### config.mk
export PLATFORM = sky130hd
export DESIGN_NAME = freq_meter
export DESIGN_NICKNAME = d
export VERILOG_FILES = /design/src/rtl/freq_meter_pkg.sv /design/src/rtl/freq_meter_sig_sync_edge.sv /design/src/rtl/freq_meter.sv
export SDC_FILE = /design/constraint.sdc
export NUM_CORES = 1
export LEC_CHECK = 0
export CORE_ASPECT_RATIO = 0.8
export CORE_UTILIZATION = 42
export DETAILED_ROUTE_END_ITERATION = 8
export HOLD_SLACK_MARGIN = 0.05
export REMOVE_ABC_BUFFERS = 1
export SYNTH_ARGS = -nofsm -noshare
export SYNTH_HDL_FRONTEND = slang
export SYNTH_SLANG_ARGS = --single-unit
### constraint.sdc
create_clock -name clk -period 3.3 [get_ports clk]
set_input_delay 0.99 -clock clk [delete_from_list [all_inputs] [get_ports clk]]
set_output_delay 0.99 -clock clk [all_outputs]
set_load 0.02 [all_outputs]
### src/rtl/freq_meter_pkg.sv
// ---------------------------------------------------------------------------
// freq_meter_pkg
//
// Shared definitions for the gated frequency meter:
//   - state_e : two-state measurement FSM encoding
//   - DEFAULT_* constants used as parameter defaults by freq_meter and
//     sig_sync_edge (1 s gate at 48 MHz, 26-bit count, 2-flop synchronizer)
// ---------------------------------------------------------------------------
package freq_meter_pkg;

    // IDLE    : counters parked at zero, waiting for en
    // MEASURE : gate window running, edges being accumulated
    typedef enum logic {
        IDLE    = 1'b0,
        MEASURE = 1'b1
    } state_e;

    localparam int DEFAULT_GATE_CYCLES = 48_000_000;
    localparam int DEFAULT_CNT_W       = 26;
    localparam int DEFAULT_SYNC_STAGES = 2;

endpackage : freq_meter_pkg

### src/rtl/freq_meter_sig_sync_edge.sv
// ---------------------------------------------------------------------------
// sig_sync_edge
//
// Brings an asynchronous level into the clk domain through a chain of
// SYNC_STAGES flops, then compares the synchronized level against one more
// delayed copy to produce a single-cycle pulse on each rising edge.
//
// Ports:
//   clk     in  1  system clock, rising edge
//   rst     in  1  synchronous active-high reset, clears the whole chain
//   sig_i   in  1  asynchronous input level
//   rise_o  out 1  one-cycle pulse per synchronized rising edge
// ---------------------------------------------------------------------------
module sig_sync_edge
    import freq_meter_pkg::*;
#(
    parameter int SYNC_STAGES = DEFAULT_SYNC_STAGES
) (
    input  logic clk,
    input  logic rst,
    input  logic sig_i,
    output logic rise_o
);

    logic [SYNC_STAGES-1:0] sync_q;
    logic                   prev_q;

    // Synchronizer chain plus the extra history flop used for edge detection.
    // Bit 0 is the metastability-exposed flop; only the last bit is used
    // by any logic.
    always_ff @(posedge clk) begin
        if (rst) begin
            sync_q <= '0;
            prev_q <= 1'b0;
        end else begin
            sync_q <= {sync_q[SYNC_STAGES-2:0], sig_i};
            prev_q <= sync_q[SYNC_STAGES-1];
        end
    end

    // A rising edge is "high now, low one cycle ago" on the synchronized level.
    // Since a 0 must be seen between two 1s, consecutive pulses are at least
    // two clocks apart, which caps the measurable rate at clk/2.
    assign rise_o = sync_q[SYNC_STAGES-1] & ~prev_q;

endmodule : sig_sync_edge

### src/rtl/freq_meter.sv
// ---------------------------------------------------------------------------
// freq_meter
//
// Gated frequency counter. While enabled, counts rising edges of sig_in over
// back-to-back windows of GATE_CYCLES clocks and publishes each window's count
// through a valid/ready result register. Counts saturate at 2^CNT_W-1 and the
// saturation is reported alongside the count.
//
// Ports:
//   clk         in   1      system clock, rising edge
//   rst         in   1      synchronous active-high reset
//   en          in   1      1 = measure continuously, 0 = idle
//   sig_in      in   1      asynchronous signal being measured
//   freq        out  CNT_W  edge count of the last completed window
//   overflow    out  1      freq is saturated
//   freq_valid  out  1      freq/overflow hold an unconsumed result
//   freq_ready  in   1      consumer accepts when freq_valid && freq_ready
//   overrun     out  1      sticky: an unconsumed result was overwritten
// ---------------------------------------------------------------------------
module freq_meter
    import freq_meter_pkg::*;
#(
    parameter int GATE_CYCLES = DEFAULT_GATE_CYCLES,
    parameter int CNT_W       = DEFAULT_CNT_W,
    parameter int SYNC_STAGES = DEFAULT_SYNC_STAGES
) (
    input  logic             clk,
    input  logic             rst,
    input  logic             en,
    input  logic             sig_in,
    output logic [CNT_W-1:0] freq,
    output logic             overflow,
    output logic             freq_valid,
    input  logic             freq_ready,
    output logic             overrun
);

    localparam int                GATE_W    = $clog2(GATE_CYCLES);
    localparam logic [GATE_W-1:0] GATE_LAST = GATE_W'(GATE_CYCLES - 1);
    localparam logic [CNT_W-1:0]  CNT_MAX   = '1;

    // -----------------------------------------------------------------------
    // Input conditioning
    // -----------------------------------------------------------------------
    logic rise;

    sig_sync_edge #(
        .SYNC_STAGES(SYNC_STAGES)
    ) u_sync (
        .clk   (clk),
        .rst   (rst),
        .sig_i (sig_in),
        .rise_o(rise)
    );

    // -----------------------------------------------------------------------
    // Declarations
    // -----------------------------------------------------------------------
    state_e             state_q, state_d;
    logic               counting;
    logic               windowEnd;

    logic [GATE_W-1:0]  gateCnt_q, gateCnt_d;
    logic [CNT_W-1:0]   edgeCnt_q, edgeCnt_d;
    logic               satSeen_q, satSeen_d;

    logic [CNT_W:0]     edgeSum;
    logic               sumOvf;
    logic [CNT_W-1:0]   edgeSat;
    logic               resultOvf;

    logic [CNT_W-1:0]   freq_q, freq_d;
    logic               overflow_q, overflow_d;
    logic               valid_q, valid_d;
    logic               overrun_q, overrun_d;
    logic               handshake;

    // -----------------------------------------------------------------------
    // FSM state register
    // -----------------------------------------------------------------------
    always_ff @(posedge clk) begin
        if (rst) begin
            state_q <= IDLE;
        end else begin
            state_q <= state_d;
        end
    end

    // -----------------------------------------------------------------------
    // FSM next-state logic. Dropping en always returns to IDLE on the next
    // cycle; if that happens on the last cycle of a window the result is still
    // published by the datapath below because windowEnd does not look at en.
    // -----------------------------------------------------------------------
    always_comb begin
        state_d = state_q;
        unique case (state_q)
            IDLE:    if (en)  state_d = MEASURE;
            MEASURE: if (!en) state_d = IDLE;
            default:          state_d = IDLE;
        endcase
    end

    // -----------------------------------------------------------------------
    // FSM outputs: whether we are inside a window and whether this cycle is
    // the last one of it.
    // -----------------------------------------------------------------------
    always_comb begin
        counting  = (state_q == MEASURE);
        windowEnd = counting && (gateCnt_q == GATE_LAST);
    end

    // -----------------------------------------------------------------------
    // Saturating accumulate of this cycle's edge. The extra MSB on edgeSum is
    // the carry that tells us the counter would have wrapped. satSeen_q
    // remembers an earlier saturation in the window so that the flag survives
    // even if no further edges arrive before the window closes.
    // -----------------------------------------------------------------------
    always_comb begin
        edgeSum   = {1'b0, edgeCnt_q} + (CNT_W + 1)'(rise);
        sumOvf    = edgeSum[CNT_W];
        edgeSat   = sumOvf ? CNT_MAX : edgeSum[CNT_W-1:0];
        resultOvf = satSeen_q | sumOvf;
    end

    // -----------------------------------------------------------------------
    // Gate and edge counter next state. Counters only advance while a window
    // is running and will keep running next cycle; at the window end, on a
    // disable, and in IDLE they return to zero so a new window always starts
    // clean and a partial window is simply dropped.
    // -----------------------------------------------------------------------
    always_comb begin
        gateCnt_d = '0;
        edgeCnt_d = '0;
        satSeen_d = 1'b0;
        if (counting && !windowEnd && en) begin
            gateCnt_d = gateCnt_q + GATE_W'(1);
            edgeCnt_d = edgeSat;
            satSeen_d = resultOvf;
        end
    end

    always_ff @(posedge clk) begin
        if (rst) begin
            gateCnt_q <= '0;
            edgeCnt_q <= '0;
            satSeen_q <= 1'b0;
        end else begin
            gateCnt_q <= gateCnt_d;
            edgeCnt_q <= edgeCnt_d;
            satSeen_q <= satSeen_d;
        end
    end

    // -----------------------------------------------------------------------
    // Result register with valid/ready handshake. A handshake clears valid
    // and overrun; a new result then takes priority and re-asserts valid.
    // overrun is only raised when the result being replaced was still
    // unconsumed, so a result landing on the handshake cycle leaves it clear.
    // freq/overflow are held after consumption.
    // -----------------------------------------------------------------------
    always_comb begin
        handshake  = valid_q && freq_ready;
        freq_d     = freq_q;
        overflow_d = overflow_q;
        valid_d    = valid_q;
        overrun_d  = overrun_q;
        if (handshake) begin
            valid_d   = 1'b0;
            overrun_d = 1'b0;
        end
        if (windowEnd) begin
            freq_d     = edgeSat;
            overflow_d = resultOvf;
            valid_d    = 1'b1;
            overrun_d  = valid_q && !freq_ready;
        end
    end

    always_ff @(posedge clk) begin
        if (rst) begin
            freq_q     <= '0;
            overflow_q <= 1'b0;
            valid_q    <= 1'b0;
            overrun_q  <= 1'b0;
        end else begin
            freq_q     <= freq_d;
            overflow_q <= overflow_d;
            valid_q    <= valid_d;
            overrun_q  <= overrun_d;
        end
    end

    assign freq       = freq_q;
    assign overflow   = overflow_q;
    assign freq_valid = valid_q;
    assign overrun    = overrun_q;

endmodule : freq_meter
==> impl_metrics.env <==
export IMPL_clock_latency_ps=360
export IMPL_synthCells=393
export IMPL_core_area_um2=8446
export IMPL_die_area_um2=9060
export IMPL_power_internal_mw=1.539
export IMPL_area_delta_synth_final_pct=17.91
export IMPL_numCtsBuffers=9
export IMPL_firstDrtPassIters=5
export IMPL_critPathLaunch="u_sync.sync_q[1]"
export IMPL_grt_pass1_vias=2740
export IMPL_hp_class="flop to flop"
export IMPL_async_flop_share_pct=0
export IMPL_p_comb_share_pct=1.3
export IMPL_ys_flop_type="dfxtp_1"
export IMPL_antenna_found_initial=0
export IMPL_critPathCaptureType="flop"
export IMPL_critical_path_arrival_ps=2890
export IMPL_io_pins=34
export IMPL_skew_ps=12.89
export IMPL_power_frac_clock_pct=45.0
export IMPL_start_kind="flop"
export IMPL_worst_slack_ps=673.0
export IMPL_pwr_density_cell_nw_per_um2=450.3
export IMPL_synthMuxAreaShare_pct=1.098
export IMPL_status="finished clean"
export IMPL_rr_endpoint="overflow"
export IMPL_p_leak_nw=1.423
export IMPL_synth_distinct_cells=46
export IMPL_period_needed_ps=2627
export IMPL_setup_viol_count_final=0
export IMPL_cts_setup_buffers=0
export IMPL_synthSimpleGateAreaFrac_pct=25.29
export IMPL_first_iter_violations=133
export IMPL_die_x_um=106.2
export IMPL_cts_hold_buf=0
export IMPL_regToRegSetupSlack_ps=670
export IMPL_fin_crit_sh_pct=79.61
export IMPL_layout_commonest_cell="dfxtp_1"
export IMPL_crit_fanout=9
export IMPL_synth_xor_area_share_pct=9.609
export IMPL_cp_endpoint="overflow"
export IMPL_stdcell_count=544
export IMPL_critPathKind="flop to flop"
export IMPL_tightest_slew_ps=1044
export IMPL_rr_worst_depth=8
export IMPL_htree_num_levels=3
export IMPL_cts_root_buf="clkbuf_8"
export IMPL_portBuffers=33
export IMPL_drive_gt1_share_pct=10.42
export IMPL_wire_per_inst_um=14.31
export IMPL_synth_edff_count=0
export IMPL_num_antenna_cells=0
export IMPL_mostFrequentLayoutCells="dfxtp_1, nor2_1, clkdlybuf4s50_1"
export IMPL_nets=435
export IMPL_vdd_drop_max_mv=0.2502
export IMPL_vias_per_cell=5.268
export IMPL_vias=2866
export IMPL_reg2reg_from="u_sync.sync_q[1]"
export IMPL_grt_util_all_layers_pct=18.56
export IMPL_cts_resized=0
export IMPL_clockBufferDepth=2
export IMPL_rsz0062_at_grt="no"
export IMPL_drc_errors=0
export IMPL_rows=30
export IMPL_grt_pass1_wl_um=13250
export IMPL_crit_required_ps=3570
export IMPL_slew_violations=0
export IMPL_layout_area_seq_um2=1722
export IMPL_drv_cap=0
export IMPL_avgSynthCellArea_um2=9.277
export IMPL_grt_overflow_total=0
export IMPL_dpl_hpwl_um=5211
export IMPL_ant_nets=0
export IMPL_clk_pin_slew_worst_paths_ps=90
export IMPL_die_h_um=85.34
export IMPL_final_fill_count=799
export IMPL_p_sw_share_pct=20.52
export IMPL_synth_top_family_by_area="simple AND/OR/NAND/NOR gates"
export IMPL_dp_slack_ps=647.3
export IMPL_p_seq_share_pct=53.8
export IMPL_timing_fmax_ghz=0.3807
export IMPL_cts_tree="done"
export IMPL_yosysWarnings=0
export IMPL_p_sw_uw=397.3
export IMPL_ys_seq_area_share_pct=47.22
export IMPL_multiInputGateArea_um2=1785
export IMPL_gp_congestion=0.8304
export IMPL_yosys_area_share_adder_pct=1.030
export IMPL_dp_cells=528
export IMPL_ys_ff_latch=86
export IMPL_finalSetupTns_ps=0
export IMPL_hold_viol_final=0
export IMPL_synth_compound_area_share_pct=11.81
export IMPL_syn_area_um2=3646
export IMPL_grt_max_degree=45
export IMPL_start_util_pct=43.17
export IMPL_cts_sinks=86
export IMPL_wirelength_um=7782
export IMPL_slew_limit_headroom_pct=29.88
==> cell type report <==
| class | instances | area share [%] |
|---|---|---|
| Tap cell | 112 | 3.260 |
| Clock buffer | 12 | 3.842 |
| Clock inverter | 4 | 1.804 |
| Sequential cell | 86 | 40.05 |
| Timing Repair Buffer | 41 | 9.080 |
| Inverter | 5 | 0.4366 |
| Multi-Input combinational cell | 284 | 41.53 |
==> critical path, stage by stage (launching register included) <==
cell      delay [ps]
dfxtp_1          340
nor2b_1          150
ha_1             210
ha_1             370
nand3_1          290
nor4_1           590
buf_4            280
nor2_1            70
a211oi_1         240
==> power groups by stage <==
stage / sequential [mW] / clock (mW) / combinational, mW
after floorplan: 1.06 / 0 / 0.00917
after global placement: 1.07 / 0 / 0.0241
after detailed placement: 1.07 / 0 / 0.0247
after CTS: 1.04 / 0.887 / 0.0247
after global routing: 1.04 / 0.925 / 0.0266
final: 1.04 / 0.871 / 0.0244
==> per-layer routing <==
metal | part of all wire [%] | vias to the layer above | GRT usage (%) | wire [um]
met5 | 0 | - | 0 | 0
met4 | 2.0 | 0 | 7.449 | 155
met3 | 5.1 | 11 | 4.685 | 399
met2 | 39 | 55 | 25.68 | 3048
met1 | 54 | 1349 | 27.25 | 4177
li1 | - | 1451 | - | -
==> worst min-delay path by stage <==
stage	start	to	slack [ps]	depth (start not counted)
finish	u_sync.sync_q[0]	u_sync.sync_q[1]	440	1
global route	u_sync.sync_q[0]	u_sync.sync_q[1]	470	1
CTS	u_sync.sync_q[0]	u_sync.sync_q[1]	450	1
detailed placement	satSeen_q	satSeen_q	450	2
global placement	u_sync.sync_q[0]	u_sync.sync_q[1]	420	1
floorplan	u_sync.sync_q[0]	u_sync.sync_q[1]	410	1
==> cells by family after synthesis <==
kind of cell / after synthesis
AO/OA/AOI/OAI: 62
XOR/XNOR: 40
adder cells (fa/ha/maj): 3
buffers and inverters: 23
flip-flops: 86
multiplexers: 4
AND/OR/NAND/NOR: 175
==> flip-flops by register name (all words and copies together) (netlist names) <==
name / cells
overflow: 1
overrun: 1
edgeCnt_q: 26
u_sync.prev_q: 1
counting: 1
u_sync.sync_q: 2
freq: 26
freq_valid: 1
gateCnt_q: 26
satSeen_q: 1
==> cell usage after synthesis, types with 7 or more instances <==
master	n	area, um2
xnor2_1	19	166.4
xor2_1	21	183.9
dfxtp_1	86	1722
nand2_1	18	67.56
nand4_1	18	112.6
a211oi_2	9	112.6
nand3_1	27	135.1
and3_1	8	50.05
a31oi_1	7	43.79
o21ai_0	13	65.06
a21oi_1	16	80.08
buf_2	7	35.03
nor2_1	67	251.5
==> per-stage QoR <==
| step | utilization, % | cell area [um2] | power [mW] | hold slack, ps |
|---|---|---|---|---|
| floorplan | - | 3521 | 1.074 | 413.8 |
| finish | 50.90 | 4299 | 1.936 | 444.8 |
| CTS | 50.90 | 4299 | 1.953 | 453.7 |
| detailed placement | 48.03 | 4056 | 1.090 | 448.8 |
| global route | 50.90 | 4299 | 1.993 | 468.5 |
| global placement | 48.03 | 4056 | 1.089 | 417.6 |
Power figures use the tool's default switching activity.
